`config.mk`:
```
export PLATFORM = sky130hd
export DESIGN_NAME = vga_scan_ctrl_flat
export DESIGN_NICKNAME = d
export VERILOG_FILES = /design/src/rtl/vga_scan_if.sv /design/src/rtl/vga_scan_ctrl.sv /design/src/flat_wrapper.sv
export SDC_FILE = /design/constraint.sdc
export NUM_CORES = 1
export LEC_CHECK = 0
export CAP_MARGIN = 20
export CORE_AREA = 2 2 91 93
export DETAILED_ROUTE_END_ITERATION = 7
export DIE_AREA = 0 0 93 95
export REMOVE_ABC_BUFFERS = 1
export SYNTH_ARGS = -nofsm -noshare
export SYNTH_HDL_FRONTEND = slang
export SYNTH_SLANG_ARGS = --single-unit
```
`constraint.sdc`:
```
create_clock -name clk -period 4.04 [get_ports clk]
set_input_delay 1.212 -clock clk [delete_from_list [all_inputs] [get_ports clk]]
set_output_delay 1.212 -clock clk [all_outputs]
set_load 0.1 [all_outputs]
```
`src/rtl/vga_scan_if.sv`:
```
// Scan-controller bundle: run request in, counters, syncs and strobes out.
// master = scan controller, slave = colour/sprite consumer that owns run.
interface vga_scan_if;
  logic        run;
  logic        running;
  logic [15:0] Hout;
  logic [15:0] Vout;
  logic        hsync;
  logic        vsync;
  logic        active;
  logic        line_tick;
  logic        frame_tick;

  modport master (
    input  run,
    output running, Hout, Vout, hsync, vsync, active, line_tick, frame_tick
  );

  modport slave (
    output run,
    input  running, Hout, Vout, hsync, vsync, active, line_tick, frame_tick
  );
endinterface

```
`src/rtl/vga_scan_ctrl.sv`:
```
// VGA scan controller with run/stop handshake; every output is a register decoded from
// the next count (zero skew); stop requests take effect only at the frame boundary.
module vga_scan_ctrl #(
  parameter int unsigned H_ACTIVE = 640,
  parameter int unsigned H_FP     = 16,
  parameter int unsigned H_SYNC   = 96,
  parameter int unsigned H_BP     = 48,
  parameter int unsigned V_ACTIVE = 480,
  parameter int unsigned V_FP     = 10,
  parameter int unsigned V_SYNC   = 2,
  parameter int unsigned V_BP     = 33
) (
  input  logic       clk,
  input  logic       reset,
  vga_scan_if.master bus
);
  localparam int unsigned H_TOTAL = H_ACTIVE + H_FP + H_SYNC + H_BP;
  localparam int unsigned V_TOTAL = V_ACTIVE + V_FP + V_SYNC + V_BP;

  localparam logic [15:0] H_LAST   = 16'(H_TOTAL - 1);
  localparam logic [15:0] V_LAST   = 16'(V_TOTAL - 1);
  localparam logic [15:0] H_VIS    = 16'(H_ACTIVE);
  localparam logic [15:0] V_VIS    = 16'(V_ACTIVE);
  localparam logic [15:0] HS_START = 16'(H_ACTIVE + H_FP);
  localparam logic [15:0] HS_END   = 16'(H_ACTIVE + H_FP + H_SYNC);
  localparam logic [15:0] VS_START = 16'(V_ACTIVE + V_FP);
  localparam logic [15:0] VS_END   = 16'(V_ACTIVE + V_FP + V_SYNC);

  typedef enum logic [1:0] {
    S_IDLE  = 2'd0,
    S_RUN   = 2'd1,
    S_DRAIN = 2'd2
  } state_t;

  state_t      r_state;
  state_t      w_state_nxt;
  logic [15:0] r_hout, r_vout;
  logic        r_running, r_hsync, r_vsync, r_active, r_line_tick, r_frame_tick;
  logic [15:0] w_hout_nxt, w_vout_nxt;
  logic        w_running, w_hsync, w_vsync, w_active, w_line_tick, w_frame_tick;
  logic        w_line_end, w_frame_end;

  assign w_line_end  = (r_hout == H_LAST);
  assign w_frame_end = w_line_end && (r_vout == V_LAST);

  always_ff @(posedge clk) begin
    if (reset) begin
      r_state <= S_IDLE;
    end else begin
      r_state <= w_state_nxt;
    end
  end

  // RUN and DRAIN count identically; DRAIN only remembers a pending stop.
  always_comb begin
    w_state_nxt = r_state;
    case (r_state)
      S_IDLE: begin
        if (bus.run) w_state_nxt = S_RUN;
      end
      S_RUN: begin
        if (!bus.run) w_state_nxt = w_frame_end ? S_IDLE : S_DRAIN;
      end
      S_DRAIN: begin
        if (bus.run)          w_state_nxt = S_RUN;
        else if (w_frame_end) w_state_nxt = S_IDLE;
      end
      default: w_state_nxt = S_IDLE;
    endcase
  end

  // Leaving IDLE presents pixel 0,0 first, so counting only advances from RUN/DRAIN.
  always_comb begin
    w_running  = (w_state_nxt != S_IDLE);
    w_hout_nxt = 16'd0;
    w_vout_nxt = 16'd0;
    if (w_running && (r_state != S_IDLE)) begin
      if (w_line_end) begin
        w_hout_nxt = 16'd0;
        w_vout_nxt = (r_vout == V_LAST) ? 16'd0 : r_vout + 16'd1;
      end else begin
        w_hout_nxt = r_hout + 16'd1;
        w_vout_nxt = r_vout;
      end
    end
    w_hsync      = !(w_running && (w_hout_nxt >= HS_START) && (w_hout_nxt < HS_END));
    w_vsync      = !(w_running && (w_vout_nxt >= VS_START) && (w_vout_nxt < VS_END));
    w_active     = w_running && (w_hout_nxt < H_VIS) && (w_vout_nxt < V_VIS);
    w_line_tick  = w_running && (w_hout_nxt == H_LAST);
    w_frame_tick = w_line_tick && (w_vout_nxt == V_LAST);
  end

  always_ff @(posedge clk) begin
    if (reset) begin
      r_hout       <= 16'd0;
      r_vout       <= 16'd0;
      r_running    <= 1'b0;
      r_hsync      <= 1'b1;
      r_vsync      <= 1'b1;
      r_active     <= 1'b0;
      r_line_tick  <= 1'b0;
      r_frame_tick <= 1'b0;
    end else begin
      r_hout       <= w_hout_nxt;
      r_vout       <= w_vout_nxt;
      r_running    <= w_running;
      r_hsync      <= w_hsync;
      r_vsync      <= w_vsync;
      r_active     <= w_active;
      r_line_tick  <= w_line_tick;
      r_frame_tick <= w_frame_tick;
    end
  end

  assign bus.Hout       = r_hout;
  assign bus.Vout       = r_vout;
  assign bus.running    = r_running;
  assign bus.hsync      = r_hsync;
  assign bus.vsync      = r_vsync;
  assign bus.active     = r_active;
  assign bus.line_tick  = r_line_tick;
  assign bus.frame_tick = r_frame_tick;
endmodule
```
`src/flat_wrapper.sv`:
```
// flat-port wrapper written by rule: the top's interface ports become plain ports
module vga_scan_ctrl_flat 
#(
  parameter int unsigned H_ACTIVE = 640,
  parameter int unsigned H_FP     = 16,
  parameter int unsigned H_SYNC   = 96,
  parameter int unsigned H_BP     = 48,
  parameter int unsigned V_ACTIVE = 480,
  parameter int unsigned V_FP     = 10,
  parameter int unsigned V_SYNC   = 2,
  parameter int unsigned V_BP     = 33
)
  (clk, reset, bus_run, bus_running, bus_Hout, bus_Vout, bus_hsync, bus_vsync, bus_active, bus_line_tick, bus_frame_tick);
  vga_scan_if bus_i ();
  input  logic clk;
  input  logic reset;
  input wire logic [$bits(bus_i.run)-1:0] bus_run;
  output wire logic [$bits(bus_i.running)-1:0] bus_running;
  output wire logic [$bits(bus_i.Hout)-1:0] bus_Hout;
  output wire logic [$bits(bus_i.Vout)-1:0] bus_Vout;
  output wire logic [$bits(bus_i.hsync)-1:0] bus_hsync;
  output wire logic [$bits(bus_i.vsync)-1:0] bus_vsync;
  output wire logic [$bits(bus_i.active)-1:0] bus_active;
  output wire logic [$bits(bus_i.line_tick)-1:0] bus_line_tick;
  output wire logic [$bits(bus_i.frame_tick)-1:0] bus_frame_tick;
  assign bus_i.run = bus_run;
  assign bus_running = bus_i.running;
  assign bus_Hout = bus_i.Hout;
  assign bus_Vout = bus_i.Vout;
  assign bus_hsync = bus_i.hsync;
  assign bus_vsync = bus_i.vsync;
  assign bus_active = bus_i.active;
  assign bus_line_tick = bus_i.line_tick;
  assign bus_frame_tick = bus_i.frame_tick;
  vga_scan_ctrl #(.H_ACTIVE(H_ACTIVE), .H_FP(H_FP), .H_SYNC(H_SYNC), .H_BP(H_BP), .V_ACTIVE(V_ACTIVE), .V_FP(V_FP), .V_SYNC(V_SYNC), .V_BP(V_BP)) u_core (.clk(clk), .reset(reset), .bus(bus_i));
endmodule
```
==> results.md, run 1 <==
* Status: completed
* Max Cap Viol at 0
* Post-cts resize count at 0
* Synth area leader: dfxtp_1
* Startpoint types: register
* Arrival time at the worst endpoint at 1.93 ns
* WHS Path Cells at 1
* Syn avg cell area at 8.40 um^2
* Detail Route Antenna Nets at 0
* Largest net degree at the start of global routing at 15
* Synth Instances at 276
* Clock sink count at 40
* Die area at 8840 um^2
* Clock Tree Buf Depth at 2
* Final setup violating endpoints at 0
* Root Buffer: clkbuf_8
* CP cell instances: clkdlybuf4s50_1
* Bufs and invs on worst path at 1
* Worst reg2reg path depth at 8
* Max Clock Skew at 0.0110 ns
* Initial DRC count at 88
* Die Height at around 95 um
* N_diodes at 0
* Rel. slew slack at 35.0%
* CTS tree: yes
* FF+latch count, synth at 40
* Setup CP Type: reg -> out
* Chip width at 93 um
* Worst endpoint required time at 2.83 ns
* Post-DP HPWL at 4.20 mm
* Hold Path Class: reg -> reg
* First-pass GRT wire length at 9.02 mm
* Vias/cell at 4.93
* RD Place Congestion at 0.865
* Clk Latency, worst-skew pair at 0.30 ns
* Vias in the first global route at about 1,900
* Synthesized area at 2320 um^2
* Fillers at 834
* Reg2reg setup slack at between 1 and 1.5 ns
* Sequential share of the synthesized area at roughly 35%
* Slowest CP cell: clkdlybuf4s50_1
* H-tree level count at 2
* Main flop type after synthesis: dfxtp_1
* Slowest stage delay, CP at 1.17 ns
* Initial Util at roughly 29%
* Port-buffer cells at 40
* Final worst path period share at 77.7%
* FMAX at 319 MHz
* Io pins at 41
* Crit-path max FO at 6
* Final setup TNS at 0 ns
* Vias at 2,030
* Share of cells above drive strength 1 at approximately 17%
* Routed Wire Length at roughly 5.6 mm
* Routed len/inst at 13.6 um
* Initial antenna violation count at 0
* Core Area at ~7900 um^2
* Min cycle time layout at 3.14 ns
* EDFF count, synth at 0
* Ys Warns at 0
* Largest cells by area after synthesis: dfxtp_1 (35%), xnor2_1 (7.6%), nor2_1 (6.3%), xor2_1 (6.0%), nand2_1 (4.2%)
* Worst setup EP type: output pin
* Fin. max-slew vios at 0
* Post-synthesis cell type count at 53
* Post-route DRC at 0
* RSZ-0062 raised after global routing: no
* Most frequent cells in the layout: dfxtp_1 (40), nor2_1 (39), nand2_1 (26), buf_4 (26), xnor2_1 (20)
* # rows at 33
* Pwr Total at roughly 800 uW
* Pwr dens at approximately 280 nW/um^2
* GR Util All Layers at between 10% and 20%
* Area grow syn2layout at 21.2%
* Number of placed instances, taps included at 404
* Nets@finish at 312
* Hold buffers post-CTS at 0
* Postcts setup bufs at 0
* Leak at just over 0.0009 uW
* Initial DRT Pass Iterations at 4
* Final hold violations at 0
* Finished Layout Cells at approximately 400
* Post-synth ARST share at 0%
* Overflow after GRT at 0
* Area share of the largest cell type after synthesis at 34.5%
* Total clock buffers created by CTS at 5
* Clk slew on worst S/H paths at 0.09 ns
* Top delay family on crit path: buffers and inverters
* Commonest non-fill, non-tap cell in the layout: dfxtp_1
* Worst-margin pin slew at around 0.97 ns
* Critical path depth at 1
* VDD IR-drop max at 0.135 mV
## routing by layer
metal,part of all wire (%),up-vias,GRT usage (%)
met3,4.7,7,2.79
met2,47,55,21.3
met4,1.6,0,4.66
met5,0,-,0
met1,47,936,16.7
li1,-,1032,-
## sequential cells by signal, summed over array words and instances, names as in the netlist
name,cells
u_core.bus.Hout,16
u_core.bus.Vout,16
u_core.r_state,2
u_core.bus.active,1
u_core.bus.frame_tick,1
u_core.bus.hsync,1
u_core.bus.line_tick,1
u_core.bus.running,1
u_core.bus.vsync,1
## cell usage after synthesis (6+ instances only)
cell type and n:
inv_1 7, xor2_1 16, xnor2_1 20, nand4_1 11
nand3_1 16, a21oi_1 6, clkbuf_1 8, nor2_1 39
nor3_1 10, nand2_1 26, dfxtp_1 40
## power breakdown
part | internal, uW | switching (uW) | leakage (uW)
clock | 202 | 149 | 0.0000614
combinational | 11.3 | 34.3 | 0.000536
sequential | 397 | 3.20 | 0.000323
total | 611 | 187 | 0.000920
## stage by stage
stage / worst slack, ns / utilization, % / cell area [um^2] / hold slack [ns]
floorplan: 0.763 / - / 2220 / 0.606
global placement: 0.828 / 33.9 / 2690 / 0.488
detailed placement: 0.777 / 33.9 / 2690 / 0.495
CTS: 0.901 / 35.5 / 2810 / 0.517
global route: 0.751 / 35.5 / 2810 / 0.548
finish: 0.901 / 35.5 / 2810 / 0.508
## worst paths after layout
kind,from,endpoint
setup / recovery,u_core.bus.Hout[9]$_SDFF_PP0_,bus_Hout[9]
hold / removal,u_core.bus.Hout[0]$_SDFF_PP0_,u_core.bus.Hout[0]$_SDFF_PP0_
setup reg to reg,u_core.bus.Hout[0]$_SDFF_PP0_,u_core.bus.vsync$_SDFF_PP1_
hold reg to reg,u_core.bus.Hout[0]$_SDFF_PP0_,u_core.bus.Hout[0]$_SDFF_PP0_
## final cells by class
cell class	instances	area [um^2]	share of cell area, %
clock buffer	6	82.6	2.94
sequential	40	801	28.5
clock inverter	2	38.8	1.38
multi-input combinational	212	1400	49.7
timing repair buffer	40	335	11.9
tap	105	131	4.67
inverter	7	26.3	0.935
## kinds of logic (layout without fill, tap and decap cells)
| logic type | count (synthesis) | count (layout) | share of synthesized area, % |
|---|---|---|---|
| AO/OA/AOI/OAI | 28 | 28 | 7.98 |
| adder cells (fa/ha/maj) | 3 | 3 | 1.62 |
| XOR/XNOR | 36 | 36 | 13.6 |
| flip-flops | 40 | 40 | 34.5 |
| multiplexers | 3 | 3 | 1.35 |
| AND/OR/NAND/NOR | 142 | 142 | 35.7 |
| buffers and inverters | 24 | 55 | 5.29 |
No activity file was read; power rests on OpenSTA's default activity.
==> inputs of run 2 (changes only) <==
==> constraint.sdc (replaced) <==
create_clock -name clk -period 3 [get_ports clk]
set_input_delay 0.9 -clock clk [delete_from_list [all_inputs] [get_ports clk]]
set_output_delay 0.9 -clock clk [all_outputs]
set_load 0.1 [all_outputs]
==> run 2 against run 1 <==
Die area unchanged. Worst hold slack got worse by 0.00057 ns. Power is 37% higher. Routed wire length up 2.5%. Clock skew decreased by 0.0019 ns. Core utilization is 0.35 points higher. Sequential share of layout area decreased by 0.28 points. Register-to-register slack got worse by 0.73 ns. Cell area rose by 0.98%. Clock power rose by 38%. First-iteration DRC count shrank 16%. Largest cell class unchanged.
==> results.md, run 2 (synthesis gave the netlist of run 1 again) <==
* Final hold violations at 0
* Pwr dens at 384 nW/um^2
* Clk Latency, worst-skew pair at about 0.29 ns
* Fin. max-slew vios at 0
* Root Buffer: clkbuf_8
* GR Util All Layers at 13.7%
* Reg2reg setup slack at 0.31 ns
* N_diodes at 0
* Nets@finish at ~320
* Rel. slew slack at 67.6%
* Final worst path period share at 89.6%
* Slowest CP cell: dfxtp_1
* Comb pwr share at between 6 and 7%
* Hold Path Class: reg -> reg
* Largest net degree at the start of global routing at 15
* # rows at 33
* Crit-path max FO at 11
* Routed Wire Length at 5.76 mm
* Max Clock Skew at 0.00906 ns
* Top delay family on crit path: simple AND/OR/NAND/NOR gates
* GRT busiest layer: met2
* P_int at 848 uW
* Commonest non-fill, non-tap cell in the layout: buf_4
* Worst endpoint required time at 3.14 ns
* Fin Hold WS at 0.508 ns
* Worst reg2reg path depth at 9
* Most frequent cells in the layout: buf_4 (45), dfxtp_1 (40), nor2_1 (39)
* Total clock buffers created by CTS at 5
* Seq pwr share at between 40% and 50%
* Setup CP Type: reg -> reg
* Share of cells above drive strength 1 at 22.6%
* Switching Share at around 22%
* H-tree level count at 2
* Slowest stage delay, CP at 0.43 ns
* Chip width at 93 um
* WHS Path Cells at 1
* Number of placed instances, taps included at 411
* Sw power at 243 uW
* Status: completed
* CP cell instances: ha_1, and3_1, nand4_1, buf_4, nor3_4, nand3b_1, a31o_2, nor4b_2, nand4b_1
* Initial Util at 29.3%
* CTS tree: yes
* Clk slew on worst S/H paths at 0.08 ns
* Clock power share at 44.5%
* Area grow syn2layout at 22.4%
* Postcts setup bufs at 0
* FMAX at 372 MHz
* Routed len/inst at 13.8 um
* Fillers at between 800 and 900
* RR Endpoint: u_core.bus.vsync$_SDFF_PP1_
* Arrival time at the worst endpoint at 2.83 ns
* Min cycle time layout at 2.69 ns
* Io pins at a little over 40
* Startpoint types: register
* Hold buffers post-CTS at 0
* GRT met3 Usage at roughly 3.3%
* Initial DRT Pass Iterations at 4
* Worst reg2reg startpoint: u_core.bus.Hout[0]$_SDFF_PP0_
* Endpoint, Worst Hold: u_core.bus.Hout[0]$_SDFF_PP0_
* Vias in the first global route at 1,970
* Initial antenna violation count at 0
* Bufs and invs on worst path at 1
* Die area at 8840 um^2
* Finished Layout Cells at 419
* Clock Tree Buf Depth at 2
* First-pass GRT wire length at 9.61 mm
* VDD IR-drop max at 0.167 mV
* Post-route DRC at 0
* RD Place Congestion at 0.839
* Overflow after GRT at 0
* Post-cts resize count at 0
* Core Area at 7930 um^2
* Met1 Usage GRT at 17.6%
* Port-buffer cells at 40
* Worst Hold Launch: u_core.bus.Hout[0]$_SDFF_PP0_
* Vias/cell at 4.99
* Max Cap Viol at 0
* Detail Route Antenna Nets at 0
* Final setup violating endpoints at 0
* RSZ-0062 raised after global routing: no
* Clock sink count at 40
* Post-DP HPWL at 4.28 mm
* Leak at 0.000974 uW
* Initial DRC count at 74
* Vias at roughly 2,100
* Worst-margin pin slew at 0.482 ns
* Die Height at 95 um
* Met2 Use GR at 22.5%
* Worst setup EP type: register
## run 2: worst register-to-register path, cell delays in order (launching register included)
cell and delay (ns):
dfxtp_1 0.43, ha_1 0.23, and3_1 0.34, nand4_1 0.17
buf_4 0.22, nor3_4 0.31, nand3b_1 0.11, a31o_2 0.26
nor4b_2 0.29, nand4b_1 0.17
## run 2: worst max path at each step
stage / from / end / slack (ns) / cells past startpoint
after floorplan: u_core.bus.Hout[0]$_SDFF_PP0_ / u_core.bus.vsync$_SDFF_PP1_ / -0.28 / 8
after global placement: u_core.bus.Hout[0]$_SDFF_PP0_ / u_core.bus.vsync$_SDFF_PP1_ / 0.31 / 9
after detailed placement: reset / u_core.bus.hsync$_SDFF_PP1_ / 0.29 / 5
after CTS: u_core.bus.Hout[0]$_SDFF_PP0_ / u_core.bus.vsync$_SDFF_PP1_ / 0.30 / 9
after global routing: u_core.bus.Hout[0]$_SDFF_PP0_ / u_core.bus.vsync$_SDFF_PP1_ / 0.08 / 9
final: u_core.bus.Hout[0]$_SDFF_PP0_ / u_core.bus.vsync$_SDFF_PP1_ / 0.31 / 9
## run 2: through the flow
| step | instance area (um^2) | worst slack (ns) | setup TNS, ns | total power, uW | utilization [%] |
|---|---|---|---|---|---|
| floorplan | 2220 | -0.277 | -0.767 | 595 | - |
| global placement | 2710 | 0.310 | 0 | 618 | 34.2 |
| detailed placement | 2710 | 0.293 | 0 | 619 | 34.2 |
| CTS | 2840 | 0.304 | 0 | 1110 | 35.8 |
| global route | 2840 | 0.0830 | 0 | 1140 | 35.8 |
| finish | 2840 | 0.312 | 0 | 1090 | 35.8 |
## run 2: routing by layer
metal	share of wire [%]	vias to the layer above
met5	0	-
met4	1.1	0
met3	4.8	6
met2	48	47
met1	46	991
li1	-	1048
## run 2: layout make-up
cell class / instances / area, um^2 / area share, %
Multi-Input combinational cell: 212 / 1400 / 49.2
Clock buffer: 7 / 96.3 / 3.39
Timing Repair Buffer: 47 / 358 / 12.6
Sequential cell: 40 / 801 / 28.2
Tap cell: 105 / 131 / 4.63
Clock inverter: 1 / 30.0 / 1.06
Inverter: 7 / 26.3 / 0.926
## run 2: power by group through the flow
stage | sequential (uW) | clock (uW) | combinational [uW]
after floorplan | 574 | 0 | 20.9
after global placement | 552 | 0 | 66.8
after detailed placement | 552 | 0 | 67.3
after CTS | 539 | 508 | 67.4
after global routing | 540 | 526 | 71.4
final | 539 | 485 | 66.2
==> inputs of run 3 (changes only) <==
--- a/config.mk
+++ b/config.mk
@@ -6,9 +6,11 @@
 export NUM_CORES = 1
 export LEC_CHECK = 0
 export CAP_MARGIN = 20
-export CORE_AREA = 2 2 91 93
+export CORE_AREA = 2 2 70 72
 export DETAILED_ROUTE_END_ITERATION = 7
-export DIE_AREA = 0 0 93 95
+export DIE_AREA = 0 0 72 74
+export HOLD_SLACK_MARGIN = 0.02
+export PLACE_DENSITY = 0.78
 export REMOVE_ABC_BUFFERS = 1
 export SYNTH_ARGS = -nofsm -noshare
 export SYNTH_HDL_FRONTEND = slang
==> run 3 against run 2 <==
First-iteration DRC count rose by 130%. Clock-buffer cell count fell by 1. Clock skew barely moved. Register-to-register slack improved by 0.04 ns. Sequential power barely moved. Largest power group unchanged.
==> results.md, run 3 (synthesis gave the netlist of run 1 again) <==
* Clock sink count at 40
* Final worst path period share at 88.4%
* Initial antenna violation count at 0
* Core Area at 4600 um^2
* Detail Route Antenna Nets at 0
* Chip width at a little over 70 um
* VDD IR-drop max at 0.282 mV
* Routed len/inst at 14.5 um
* GR Util All Layers at around a fifth
* Fin. max-slew vios at 0
* H-tree level count at 2
* Area grow syn2layout at 17.2%
* Nets@finish at 318
* RD Place Congestion at around 0.87
* Share of cells above drive strength 1 at a little over a fifth
* Rel. slew slack at 66.8%
* Most frequent cells in the layout: buf_4 (44), dfxtp_1 (40), nor2_1 (39)
* Final instance area at 2720 um^2
* Clock Tree Buf Depth at 2
* Post-route DRC at 0
* Root Buffer: clkbuf_8
* Port-buffer cells at 40
* Initial DRC count at between 150 and 200
* Post-DP HPWL at 3.83 mm
* Commonest non-fill, non-tap cell in the layout: buf_4
* Worst-margin pin slew at ~0.49 ns
* Io pins at 41
* Clk Latency, worst-skew pair at just under 0.3 ns
* Pwr dens at 349 nW/um^2
* Largest net degree at the start of global routing at 15
* Setup CP Type: reg -> reg
* Worst endpoint required time at between 3 and 4 ns
* Final hold violations at 0
* Startpoint types: register
* Arrival time at the worst endpoint at 2.82 ns
* Clk slew on worst S/H paths at roughly 0.08 ns
* Hold buffers post-CTS at 0
* FMAX at roughly 380 MHz
* Vias in the first global route at 1,773
* RSZ-0062 raised after global routing: no
* Min cycle time layout at 2.65 ns
* Dpl cell area at 2630 um^2
* Vias at 2,087
* Seq pwr share at 56.8%
* Final setup violating endpoints at 0
* Leak at roughly 0.00094 uW
* P_int at 712 uW
* # rows at 25
* Total clock buffers created by CTS at 5
* Pwr Total at between 900 and 1000 uW
* Crit-path max FO at 7
* Clock power share at 36.2%
* Overflow after GRT at 0
* Vias/cell at around 5.7
* Sw power at roughly 240 uW
* First-pass GRT wire length at 8.45 mm
* Die Height at 74 um
* Hold Path Class: reg -> reg
* N_diodes at 0
* Routed Wire Length at 5.31 mm
* CTS tree: yes
* Initial DRT Pass Iterations at 4
* Fillers at 423
* Initial Util at 50.4%
* Status: completed
* Worst setup EP type: register
* Die area at ~5300 um^2
* Comb pwr share at 7.0%
* Max Clock Skew at 0.00921 ns
* Max Cap Viol at 0
* Switching Share at 24.9%
run 3: changes by cell type in the layout (fill, tap and decap cells not counted), sizes merged:
cell,delta
buf,-1
bufinv,-1
clkbuf,-1
clkinv,+1
run 3: critical path, cell delays in order, from the launching register on:
cell and delay [ns]:
dfxtp_1 0.44, ha_1 0.23, nand3_1 0.24, nor3_1 0.44
nand3_1 0.18, a211oi_1 0.35, o22ai_1 0.14, a2111oi_0 0.41
nor4_1 0.11
run 3: worst paths after layout:
check                                                endpoint  cells after the start                           from  slack (ns)
worst min-delay path            u_core.bus.Hout[0]$_SDFF_PP0_                      1  u_core.bus.Hout[0]$_SDFF_PP0_        0.51
worst min register to register  u_core.bus.Hout[0]$_SDFF_PP0_                      1  u_core.bus.Hout[0]$_SDFF_PP0_        0.51
worst max register to register   u_core.bus.active$_SDFF_PP0_                      8  u_core.bus.Hout[0]$_SDFF_PP0_        0.35
worst max-delay path             u_core.bus.active$_SDFF_PP0_                      8  u_core.bus.Hout[0]$_SDFF_PP0_        0.35
run 3: routing by layer:
layer	vias to the layer above	global-route usage [%]	part of all wire, %
li1	1044	-	-
met1	981	28.3	47
met2	58	31.7	48
met3	4	3.52	4.6
met4	0	6.92	0.96
met5	-	0	0
run 3: final cells by class:
class | count | area [um^2] | area share (%)
Multi-Input combinational cell | 212 | 1400 | 51.4
Sequential cell | 40 | 801 | 29.5
Timing Repair Buffer | 46 | 350 | 12.9
Clock buffer | 6 | 72.6 | 2.67
Tap cell | 54 | 67.6 | 2.49
Inverter | 7 | 26.3 | 0.966
Clock inverter | 1 | 5.00 | 0.184
run 3: repair_timing:
| item | 4_1_cts | 5_1_grt |
|---|---|---|
| resized for setup | 0 | 0 |
| buffers inserted | 0 | 1 |
| setup endpoints to repair | 0 | 2 |
run 3: power groups by stage:
stage	Sequential (uW)	Clock [uW]	Combinational, uW
after floorplan	574	0	20.9
after global placement	551	0	66.1
after detailed placement	551	0	66.6
after CTS	539	350	67.0
after global routing	539	366	71.2
final	539	343	66.7
run 3: stage by stage:
step	TNS, ns	util, %	hold WS, ns	cells	setup WS, ns
CTS	0	59.0	0.511	365	0.247
floorplan	-0.767	-	0.606	259	-0.277
global placement	0	57.3	0.475	358	0.340
detailed placement	0	57.3	0.493	358	0.289
finish	0	59.1	0.513	366	0.349
global route	0	59.1	0.559	366	0.0800
